===== config.mk =====
export PLATFORM = sky130hd
export DESIGN_NAME = moore_fsm_cfg
export DESIGN_NICKNAME = d
export VERILOG_FILES = /design/src/rtl/moore_fsm_cfg.sv
export SDC_FILE = /design/constraint.sdc
export NUM_CORES = 1
export LEC_CHECK = 0
export BUFFER_PORTS_ARGS = -buffer_cell sky130_fd_sc_hd__clkbuf_2
export CAP_MARGIN = 20
export CORE_UTILIZATION = 52
export DETAILED_ROUTE_END_ITERATION = 7
export GPL_ROUTABILITY_DRIVEN = 0
export PLACE_DENSITY_LB_ADDON = 0.15
export SLEW_MARGIN = 20
export SYNTH_ARGS = -nofsm -noshare
export SYNTH_HDL_FRONTEND = slang
export SYNTH_SLANG_ARGS = --single-unit
export TNS_END_PERCENT = 30

===== constraint.sdc =====
create_clock -name clk -period 2.4 [get_ports clk]
set_clock_uncertainty 0.15 [all_clocks]
set_input_delay 0.24 -clock clk [delete_from_list [all_inputs] [get_ports clk]]
set_output_delay 0.24 -clock clk [all_outputs]
set_load 0.005 [all_outputs]

===== src/rtl/moore_fsm_cfg.sv =====
// Table-driven Moore machine. The next-state and output tables are written at run time.
// The state advances one table lookup per cycle while ctrl_in is high.
module moore_fsm_cfg #(
   parameter int NUM_STATES  = 2,
   parameter int STATE_W     = 1,
   parameter int IN_W        = 2,
   parameter int OUT_W       = 1,
   parameter int CNT_W       = 8,
   parameter int RESET_STATE = 0
) (
   input  logic                                         clk,
   input  logic                                         reset_n,
   input  logic [IN_W-1:0]                              sw_in,
   input  logic                                         ctrl_in,
   input  logic                                         load_in,
   input  logic [STATE_W-1:0]                           state_in,
   input  logic                                         cfg_we,
   input  logic                                         cfg_sel,
   input  logic [STATE_W+IN_W-1:0]                      cfg_addr,
   input  logic [((STATE_W > OUT_W) ? STATE_W : OUT_W)-1:0] cfg_data,
   input  logic                                         err_clr,
   output logic [STATE_W-1:0]                           state,
   output logic [OUT_W-1:0]                             out,
   output logic [CNT_W-1:0]                             step_cnt,
   output logic                                         err
);

   localparam int                 ADDR_W     = STATE_W + IN_W;
   localparam int                 NEXT_DEPTH = 2 ** ADDR_W;
   localparam int                 OUT_DEPTH  = 2 ** STATE_W;
   localparam logic [STATE_W:0]   NUM_ST     = (STATE_W + 1)'(NUM_STATES);
   localparam logic [STATE_W-1:0] RST_ST     = STATE_W'(RESET_STATE);

   // One extra bit lets NUM_STATES == 2**STATE_W compare correctly.
   function automatic logic legal(input logic [STATE_W-1:0] s);
      return {1'b0, s} < NUM_ST;
   endfunction

   logic [STATE_W-1:0] next_tbl_q [NEXT_DEPTH];
   logic [OUT_W-1:0]   out_tbl_q  [OUT_DEPTH];

   logic [STATE_W-1:0] state_q, state_d;
   logic [OUT_W-1:0]   out_q, out_d;
   logic [CNT_W-1:0]   cnt_q, cnt_d;
   logic               err_q, err_d;

   logic [STATE_W-1:0] nxt;
   logic [STATE_W-1:0] cfg_st_next;
   logic [STATE_W-1:0] cfg_st_out;
   logic               cfg_next_ok;
   logic               cfg_out_ok;
   logic               cfg_err;

   // Lookups read the registered tables, so a write in the same cycle is not yet visible.
   assign nxt         = next_tbl_q[{state_q, sw_in}];
   assign cfg_st_next = cfg_addr[ADDR_W-1:IN_W];
   assign cfg_st_out  = cfg_addr[STATE_W-1:0];
   assign cfg_next_ok = legal(cfg_data[STATE_W-1:0]) && legal(cfg_st_next);
   assign cfg_out_ok  = (cfg_addr[ADDR_W-1:STATE_W] == '0) && legal(cfg_st_out);
   assign cfg_err     = cfg_we && (cfg_sel ? !cfg_out_ok : !cfg_next_ok);

   // NOTE: every signal gets a default before any branch so that no latch can be inferred.
   always_comb begin
      state_d = state_q;
      out_d   = out_q;
      cnt_d   = cnt_q;
      err_d   = err_q;
      if (err_clr) err_d = 1'b0;
      if (load_in) begin
         if (legal(state_in)) begin
            state_d = state_in;
            out_d   = out_tbl_q[state_in];
            cnt_d   = '0;
         end else begin
            err_d = 1'b1;
         end
      end else if (ctrl_in) begin
         state_d = nxt;
         out_d   = out_tbl_q[nxt];
         if (cnt_q != '1) cnt_d = cnt_q + CNT_W'(1);
      end
      // A new error outranks err_clr in the same cycle.
      if (cfg_err) err_d = 1'b1;
   end

   // NOTE: sequential state uses non-blocking assignments only, so all flops update together.
   always_ff @(posedge clk or negedge reset_n) begin
      if (!reset_n) begin
         state_q <= RST_ST;
         out_q   <= '0;
         cnt_q   <= '0;
         err_q   <= 1'b0;
      end else begin
         state_q <= state_d;
         out_q   <= out_d;
         cnt_q   <= cnt_d;
         err_q   <= err_d;
      end
   end

   // NOTE: the tables need a defined reset image (self-loop, zero output), so they are built
   // from resettable flops rather than an inferred RAM.
   always_ff @(posedge clk or negedge reset_n) begin
      if (!reset_n) begin
         for (int i = 0; i < NEXT_DEPTH; i++) next_tbl_q[i] <= STATE_W'(i >> IN_W);
         for (int i = 0; i < OUT_DEPTH; i++)  out_tbl_q[i]  <= '0;
      end else if (cfg_we) begin
         if (!cfg_sel && cfg_next_ok) next_tbl_q[cfg_addr] <= cfg_data[STATE_W-1:0];
         if (cfg_sel && cfg_out_ok)   out_tbl_q[cfg_st_out] <= cfg_data[OUT_W-1:0];
      end
   end

   assign state    = state_q;
   assign out      = out_q;
   assign step_cnt = cnt_q;
   assign err      = err_q;

endmodule

==> impl_metrics.toml, run 1 <==
[run_status]
status = "finished, final reports clean"

[route]
ant_nets = 0
top_layer_used = "met4"
drt_iter0_drc = 17
wl_met2_um = 1070
routed_wl_um = 2110
dr_wl_met3_um = 64
via_per_inst = 5.72
wl_per_cell_um = 14.1
wl_met1_um = 915
vias = 858
drt_pass1_iterations = 4
route.detailed.drc = 0

[yosys]
async_flop_share_pct = 100
syn_nets = 115
synth_common_cells = "dfrtp_1, mux2_1, nor2_1, nor3_1, clkbuf_1"
synth-main-ff-cell = "dfrtp_1"
seq_area_frac_synth_pct = 48.2
netlist_instances = 100
synth_most_common_cell = "dfrtp_1"
ys_top_cells_by_area = "dfrtp_1, mux2_1, dfstp_2"
synth_edf_count = 0
syn-cell-area_mm2 = 0.00110
ys_seq_elements = 21
yosys_warnings = 0
syn_avg_cell_area_um2 = 11.0
synth_top_cell_by_area = "dfrtp_1"
synth_top_area_share_pct = 38.7
ys_types = 31

[clocking]
cts_root_buf = "clkbuf_4"
cts_post_setup_buffers_inserted = 0
numCtsBuffers = 3
cts_tree = "yes"
cts-resized-gates = 0
postCtsHoldBufs = 2
clock_path_buffers = 2
cts_num_sinks = 21
insertion_delay_ns = 0.30
clk_pin_slew_worst_paths_ns = 0.11
cts-htree-levels = 1

[setup_path]
reg2reg_from = "next_tbl_q[6]"
worstSetupEndpointType = "register"
cp-startpoint = "next_tbl_q[6]"
critical_path_class = "register to register"
crit_arrival_ns = 2.01
crit_chain = "mux4_1, mux2i_1, mux2_1, o31a_1"
startpoint_type = "register"
worstPathMaxFanout = 2
crit_slowest_cell = "mux4_1"
cpPeakStageDelay_ns = 0.51
crit_required_ns = 2.45

[die]
initial_core_util_pct = 55.5
fp.dieH_um = 48.0
die_area_mm2 = 0.00230
core_area_mm2 = 0.00198
io-pin-count = 25
rows = 16
die_x_um = 48.0

[global_routing]
grt_usage_pct = 21.2
antenna_found_initial = 0
grt_pass1_vias = 753
grt_pass1_wl_um = 3240
overflow = 0
grt_max_degree = 22

[finish]
final_nets = 139
antennaDiodeCount = 0
utilization_pct = 64.3
drive_gt1_share_pct = 26.0
area_delta_synth_final_pct = 15.8

[timing]
hold_viol = 0
rsz0062_at_grt = "false"
hold_ws_ns = 0.0186
period_needed_ns = 1.96
max_freq_ghz = 0.510
maxSlewHeadroom_pct = 66.4
tightest_slew_ns = 0.502
setup_violations = 0
period_share_pct = 81.7
final.setup.tns_ns = 0
drv_slew = 0

[hold_path]
hold_class = "input port to register"
worstHoldStart = "state_in"

[pwr]
powerDensity_mw_per_mm2 = 588
leakage_nw = 0.595
peakVddDrop_mv = 0.520

[place]
hpwlAfterDp_um = 1570
numPortBuffers = 24

[flow_run]
maxCapViolations = 0
## layout make-up
cell class	instances	area (um^2)
multi-input cells	69	531
repair buffers	26	140
clock inverters	1	5.00
flip-flops and latches	21	531
well taps	27	33.8
inverters	3	11.3
clock buffers	3	22.5
fillers	155	708
## per-stage QoR
step	worst slack, ns	power, W	cells	area, um^2
after detailed placement	0.395	0.000587	144	1230
after CTS	0.421	0.000757	150	1270
after global routing	0.373	0.000791	150	1270
after global placement	0.486	0.000577	144	1230
after floorplan	0.563	0.000531	100	1100
final	0.440	0.000749	150	1270
## kinds of logic (layout without fill, tap and decap cells)
kind of cell / after synthesis / after routing / share of synthesized area (%)
xor+xnor: 3 / 3 / 2.39
compound gates: 11 / 11 / 6.71
fa+ha+maj: 1 / 1 / 1.14
buf+inv: 10 / 33 / 3.53
flops: 21 / 21 / 48.2
simple gates: 38 / 38 / 19.2
mux: 16 / 16 / 18.8
## metal layers
| metal | up-vias | global-route usage [%] |
|---|---|---|
| met5 | - | 0 |
| met4 | 0 | 13.9 |
| met3 | 6 | 3.40 |
| met2 | 22 | 35.1 |
| met1 | 416 | 25.3 |
| li1 | 414 | - |
## cells in the final DEF (no fill, tap or decap), types with 3 or more instances in the layout
cell type / Yosys / final
dfrtp_1: 17 / 17
nand2_1: 3 / 3
nor2_1: 10 / 10
inv_1: 3 / 3
mux2_1: 11 / 11
dfstp_2: 4 / 4
nor3_1: 6 / 6
clkbuf_2: 1 / 24
nand3b_1: 3 / 3
nand3_1: 4 / 4
clkbuf_4: 0 / 3
mux2i_1: 3 / 3
nor3b_1: 3 / 3
a21oi_1: 4 / 4
## path summary, 6_finish.rpt
path                       slack, ns  cells past startpoint            end
max                             0.44                      4            out
min                             0.02                      2          state
max reg2reg                     0.44                      4            out
min reg2reg                     0.35                      1  next_tbl_q[4]
max in group asynchronous       1.48                      2  next_tbl_q[2]
min in group asynchronous       0.26                      2          state
## flip-flops by register name, summed over array words and instances (netlist names)
name,count
err,1
next_tbl_q,8
step_cnt,8
out,1
out_tbl_q,2
state,1
## worst max-delay path: cells and delay by family (launching register included)
kind / cells / cell delay (ns)
AO/OA/AOI/OAI: 1 / 0.23
flip-flops: 1 / 0.40
multiplexers: 3 / 1.08
## power breakdown
part	internal, W	total [W]	switching, W
clock network	0.0000622	0.000169	0.000107
registers	0.000414	0.000447	0.0000328
logic	0.0000744	0.000133	0.0000588
(Power assumes the default switching activity.)
==> run 2: changes to the inputs <==
--- a/config.mk
+++ b/config.mk
@@ -7,7 +7,7 @@
 export LEC_CHECK = 0
 export BUFFER_PORTS_ARGS = -buffer_cell sky130_fd_sc_hd__clkbuf_2
 export CAP_MARGIN = 20
-export CORE_UTILIZATION = 52
+export CORE_UTILIZATION = 47
 export DETAILED_ROUTE_END_ITERATION = 7
 export GPL_ROUTABILITY_DRIVEN = 0
 export PLACE_DENSITY_LB_ADDON = 0.15
==> constraint.sdc (replaced) <==
create_clock -name clk -period 1.65 [get_ports clk]
set_clock_uncertainty 0.15 [all_clocks]
set_input_delay 0.165 -clock clk [delete_from_list [all_inputs] [get_ports clk]]
set_output_delay 0.165 -clock clk [all_outputs]
set_load 0.005 [all_outputs]
==> run 2 against run 1 <==
The run now ends with setup timing left. Sequential share of layout area shrank 3.2 points. Sequential cell count unchanged. Clock-buffer cell count grew 1. Register-to-register slack got worse by 0.65 ns. Power rose by 56%. First-iteration DRC count rose by 24%. Routed wire length is 4.8% higher. Core utilization fell by 1.9 points. Cell area up 8.3%.
==> impl_metrics.toml, run 2 (synthesis gave the netlist of run 1 again) <==
[clocking]
insertion_delay_ns = 0.29
cts_tree = "yes"
numCtsBuffers = 3
cts_num_sinks = 21
cts_root_buf = "clkbuf_4"
clock_path_buffers = 2
clk_pin_slew_worst_paths_ns = 0.11
cts-htree-levels = 1

[run_status]
status = "complete, but fails checks"
violations = "setup timing"

[finish]
layout_common_cells = "clkbuf_2, dfrtp_1, mux2_1, nor2_1, buf_4"
antennaDiodeCount = 0
final_nets = 150
area_delta_synth_final_pct = 25.5
final_common_cell = "clkbuf_2"
design_area_mm2 = 0.00138
drive_gt1_share_pct = 34.3
fill_cells = 199

[route]
drt_iter0_drc = 21
drt_pass1_iterations = 4
route.detailed.drc = 0
wl_per_cell_um = 13.6
routed_wl_um = 2210
ant_nets = 0
vias = 880
via_per_inst = 5.43

[pwr]
p_seq_share_pct = 54.9
leakage_nw = 0.643
powerDensity_mw_per_mm2 = 846
p_int_w = 0.000863
clock_power_share_pct = 20.8
swShare_pct = 26.0
combPwrFrac_pct = 24.3
power_switching_w = 0.000304
peakVddDrop_mv = 0.622

[die]
die_x_um = 50.4
io-pin-count = 25
core_area_mm2 = 0.00221
fp.dieH_um = 50.4
rows = 17
initial_core_util_pct = 49.7
die_area_mm2 = 0.00254

[setup_path]
crit_arrival_ns = 1.90
worstSetupEndpointType = "register"
cpLargestDelayFamily = "multiplexers"
startpoint_type = "register"
crit_chain = "mux4_2, mux2i_4, mux2_4, o31a_1"
critPathBufInv = 0
critical_path_class = "register to register"
crit_slowest_cell = "mux4_2"
cpPeakStageDelay_ns = 0.49
crit_required_ns = 1.69
worstPathMaxFanout = 2

[place]
hpwlAfterDp_um = 1590
placed_area_mm2 = 0.00128
numPortBuffers = 24

[timing]
period_needed_ns = 1.86
setup_violations = 2
period_share_pct = 113
max_freq_ghz = 0.536
rsz0062_at_grt = "true"
tightest_slew_ns = 0.527
final.setup.tns_ns = -0.295
drv_slew = 0
hold_viol = 0
maxSlewHeadroom_pct = 64.8
postLayoutSetupSlackWorst_ns = -0.214

[global_routing]
grt_pass1_vias = 814
overflow = 0
grt_pass1_wl_um = 3640
grt_usage_pct = 19.2
grt_max_degree = 22
antenna_found_initial = 0

[flow_run]
maxCapViolations = 0

[hold_path]
hold_class = "input port to register"
[run 2: cell count changes in the layout (fill, tap and decap cells not counted), moves of 2 or more]
| cell | delta |
|---|---|
| buf_4 | +8 |
| dlygate4sd3_1 | +2 |
| mux4_1 | -2 |
| mux4_2 | +2 |
[run 2: final timing paths]
path / cells after the start / from / to / slack, ns
max: 4 / next_tbl_q[7] / out / -0.21
min: 3 / cfg_addr[0] / out_tbl_q[0] / 0.07
max reg2reg: 4 / next_tbl_q[7] / out / -0.21
min reg2reg: 1 / next_tbl_q[4] / next_tbl_q[4] / 0.35
max in group asynchronous: 2 / reset_n / next_tbl_q[1] / 0.77
min in group asynchronous: 2 / reset_n / step_cnt[6] / 0.21
[run 2: timing repair]
item,in CTS,in global routing
pin swaps,1,0
setup buffers,1,0
hold buffers,4,0
hold endpoints to repair,19,0
resized for setup,3,3
gates cloned,0,0
setup endpoints to repair,2,3
[run 2: final cells by class]
type / count / area, um^2 / share of cell area (%)
tap: 28 / 35.0 / 2.54
inverter: 3 / 11.3 / 0.816
clock buffer: 4 / 26.3 / 1.90
timing repair buffer: 37 / 231 / 16.8
multi-input combinational: 69 / 546 / 39.5
sequential: 21 / 531 / 38.4
[run 2: power by group through the flow]
stage	clock, W	combinational, W	sequential (W)
after floorplan	0	0.000132	0.000644
after global placement	0	0.000218	0.000647
after detailed placement	0	0.000225	0.000650
after CTS	0.000258	0.000262	0.000640
after global routing	0.000277	0.000309	0.000651
final	0.000242	0.000284	0.000641
[run 2: worst min-delay path: stages]
cell and delay (ns):
clkbuf_2 0.11, nand4_1 0.08, mux2_1 0.13
[run 2: through the flow]
step	power [W]	utilization [%]	setup WS (ns)	hold WS, ns	cells
5_1_grt	0.00124	62.4	-0.255	0.0798	162
3_3_place_gp	0.000866	57.9	-0.189	0.0127	153
6_report	0.00117	62.4	-0.214	0.0718	162
2_1_floorplan	0.000776	-	-0.146	-0.281	100
3_5_place_dp	0.000875	57.9	-0.241	0.0167	153
4_1_cts	0.00116	61.8	-0.234	0.0631	162
[run 2: layer usage]
metal,vias to the layer above,wire length (um),GRT usage (%)
li1,441,-,-
met4,0,10,5.56
met1,417,1110,29.2
met2,20,1000,28.2
met5,-,0,0
met3,2,94,2.73
==> run 3: changes to the inputs <==
--- a/config.mk
+++ b/config.mk
@@ -7,6 +7,7 @@
 export LEC_CHECK = 0
 export BUFFER_PORTS_ARGS = -buffer_cell sky130_fd_sc_hd__clkbuf_2
 export CAP_MARGIN = 20
+export CORE_ASPECT_RATIO = 0.75
 export CORE_UTILIZATION = 47
 export DETAILED_ROUTE_END_ITERATION = 7
 export GPL_ROUTABILITY_DRIVEN = 0
==> constraint.sdc (replaced) <==
create_clock -name clk -period 1.65 [get_ports clk]
set_clock_uncertainty 0.15 [all_clocks]
set_input_delay 0.4125 -clock clk [delete_from_list [all_inputs] [get_ports clk]]
set_output_delay 0.4125 -clock clk [all_outputs]
set_load 0.005 [all_outputs]
==> run 3 against run 2 <==
The run ends with DRC, setup timing left. Sequential share of layout area up 0.78 points. Clock-buffer cell count down 1. Non-clock buffer count down 1. Cell area down 2.0%. Combinational power down 5%. Power up 0.52%. Clock power up 5%. Core utilization up 2.0 points. Critical path type unchanged. Largest cell class unchanged.
==> impl_metrics.toml, run 3 (synthesis gave the netlist of run 1 again) <==
[route]
routed_wl_um = 2290
ant_nets = 0
drt_iter0_drc = 36
drt_pass1_iterations = 6
route.detailed.drc = 3
vias = 883
via_per_inst = 5.62
wl_per_cell_um = 14.6

[global_routing]
grt_usage_pct = 20.7
grt_pass1_wl_um = 3820
overflow = 0
grt_pass1_vias = 828
grt_max_degree = 22
antenna_found_initial = 0

[pwr]
leakage_nw = 0.641
powerDensity_mw_per_mm2 = 867
peakVddDrop_mv = 0.417
power_switching_w = 0.000318
combPwrFrac_pct = 23.0
p_seq_share_pct = 55.4
swShare_pct = 27.1
p_int_w = 0.000855
clock_power_share_pct = 21.7

[setup_path]
r2r_cells = 4
r2r_slack_ns = -0.27
crit_required_ns = 1.70
worstPathMaxFanout = 2
crit_chain = "mux4_2, mux2i_2, mux2_4, o31a_1"
crit_slowest_cell = "mux4_2"
cpPeakStageDelay_ns = 0.47
worstSetupEndpointType = "register"
critical_path_class = "register to register"
startpoint_type = "register"
timing.rr.end = "out"
reg2reg_from = "next_tbl_q[5]"
crit_arrival_ns = 1.97

[finish]
design_area_mm2 = 0.00135
utilization_pct = 64.3
antennaDiodeCount = 0
area_delta_synth_final_pct = 23.0
final_common_cell = "clkbuf_2"
layout_common_cells = "clkbuf_2, dfrtp_1, mux2_1, nor2_1, buf_4"
drive_gt1_share_pct = 36.8
final_nets = 149

[clocking]
cts-htree-levels = 1
insertion_delay_ns = 0.32
cts_root_buf = "clkbuf_4"
clk_pin_slew_worst_paths_ns = 0.13
numCtsBuffers = 3
cts_tree = "yes"
clock_path_buffers = 2
cts_num_sinks = 21

[timing]
tightest_slew_ns = 0.527
postLayoutSetupSlackWorst_ns = -0.270
rsz0062_at_grt = "true"
setup_violations = 2
hold_viol = 0
maxSlewHeadroom_pct = 64.9
max_freq_ghz = 0.521
period_needed_ns = 1.92
hold_ws_ns = 0.123
drv_slew = 0
period_share_pct = 116

[flow_run]
maxCapViolations = 0

[hold_path]
hold_class = "input port to register"
worstHoldEndpoint = "err"
worstHoldStart = "err_clr"
worstHoldPathCells = 2

[run_status]
violations = "DRC, setup timing"
status = "complete, but fails checks"

[die]
initial_core_util_pct = 52.3
core_area_mm2 = 0.00210
rows = 14
fp.dieH_um = 43.9
die_x_um = 57.9
io-pin-count = 25
die_area_mm2 = 0.00254

[place]
numPortBuffers = 24
hpwlAfterDp_um = 1660
placed_area_mm2 = 0.00128
run 3: changes by cell type in the layout (fill, tap and decap cells not counted):
| cell | change |
|---|---|
| buf_4 | +2 |
| clkbuf_1 | -1 |
| clkinv_2 | +1 |
| dlygate4sd3_1 | -3 |
| mux2i_2 | +1 |
| mux2i_4 | -1 |
run 3: worst max-delay path by stage:
stage,start,end,cells after the start
after floorplan,sw_in[0],out,4
after global placement,sw_in[0],out,5
after detailed placement,sw_in[0],out,5
after CTS,next_tbl_q[5],out,4
after global routing,next_tbl_q[5],out,4
final,next_tbl_q[5],out,4
run 3: layer usage:
layer	vias to the layer above	GRT usage, %	wire length [um]
li1	432	-	-
met1	428	29.8	1190
met2	19	29.9	963
met3	4	6.27	115
met4	0	7.14	20
met5	-	0	0
run 3: final cells by class:
type | instances | area [um^2]
fill | 182 | 749
clock buffer | 3 | 22.5
multi-input combinational | 69 | 537
sequential | 21 | 531
timing repair buffer | 36 | 216
clock inverter | 1 | 5.00
inverter | 3 | 11.3
tap | 24 | 30.0
run 3: repair_timing:
| item | 4_1_cts | 5_1_grt |
|---|---|---|
| endpoints found under the hold margin | 17 | 0 |
| buffers inserted | 2 | 0 |
| setup endpoints to repair | 2 | 4 |
| gates resized for setup | 4 | 1 |
| hold buffers | 1 | 0 |
| pin swaps | 1 | 0 |
run 3: worst max-delay path, delay by kind of cell (launching register included):
family	cells	cell delay, ns
muxes	3	1.00
AOI/OAI and AO/OA	1	0.23
DFF	1	0.42
run 3: through the flow:
stage	worst slack [ns]	setup TNS [ns]	total power, W	cells
floorplan	-0.236	-0.236	0.000776	100
global placement	-0.409	-0.617	0.000870	150
CTS	-0.261	-0.401	0.00119	157
global route	-0.308	-0.512	0.00123	157
finish	-0.270	-0.416	0.00117	157
detailed placement	-0.427	-0.659	0.000880	150
run 3: power by group through the flow:
stage / sequential (W) / combinational (W) / clock, W
6_report: 0.000649 / 0.000269 / 0.000254
5_1_grt: 0.000659 / 0.000297 / 0.000277
4_1_cts: 0.000647 / 0.000274 / 0.000266
3_5_place_dp: 0.000656 / 0.000224 / 0
3_3_place_gp: 0.000654 / 0.000216 / 0
2_1_floorplan: 0.000644 / 0.000132 / 0
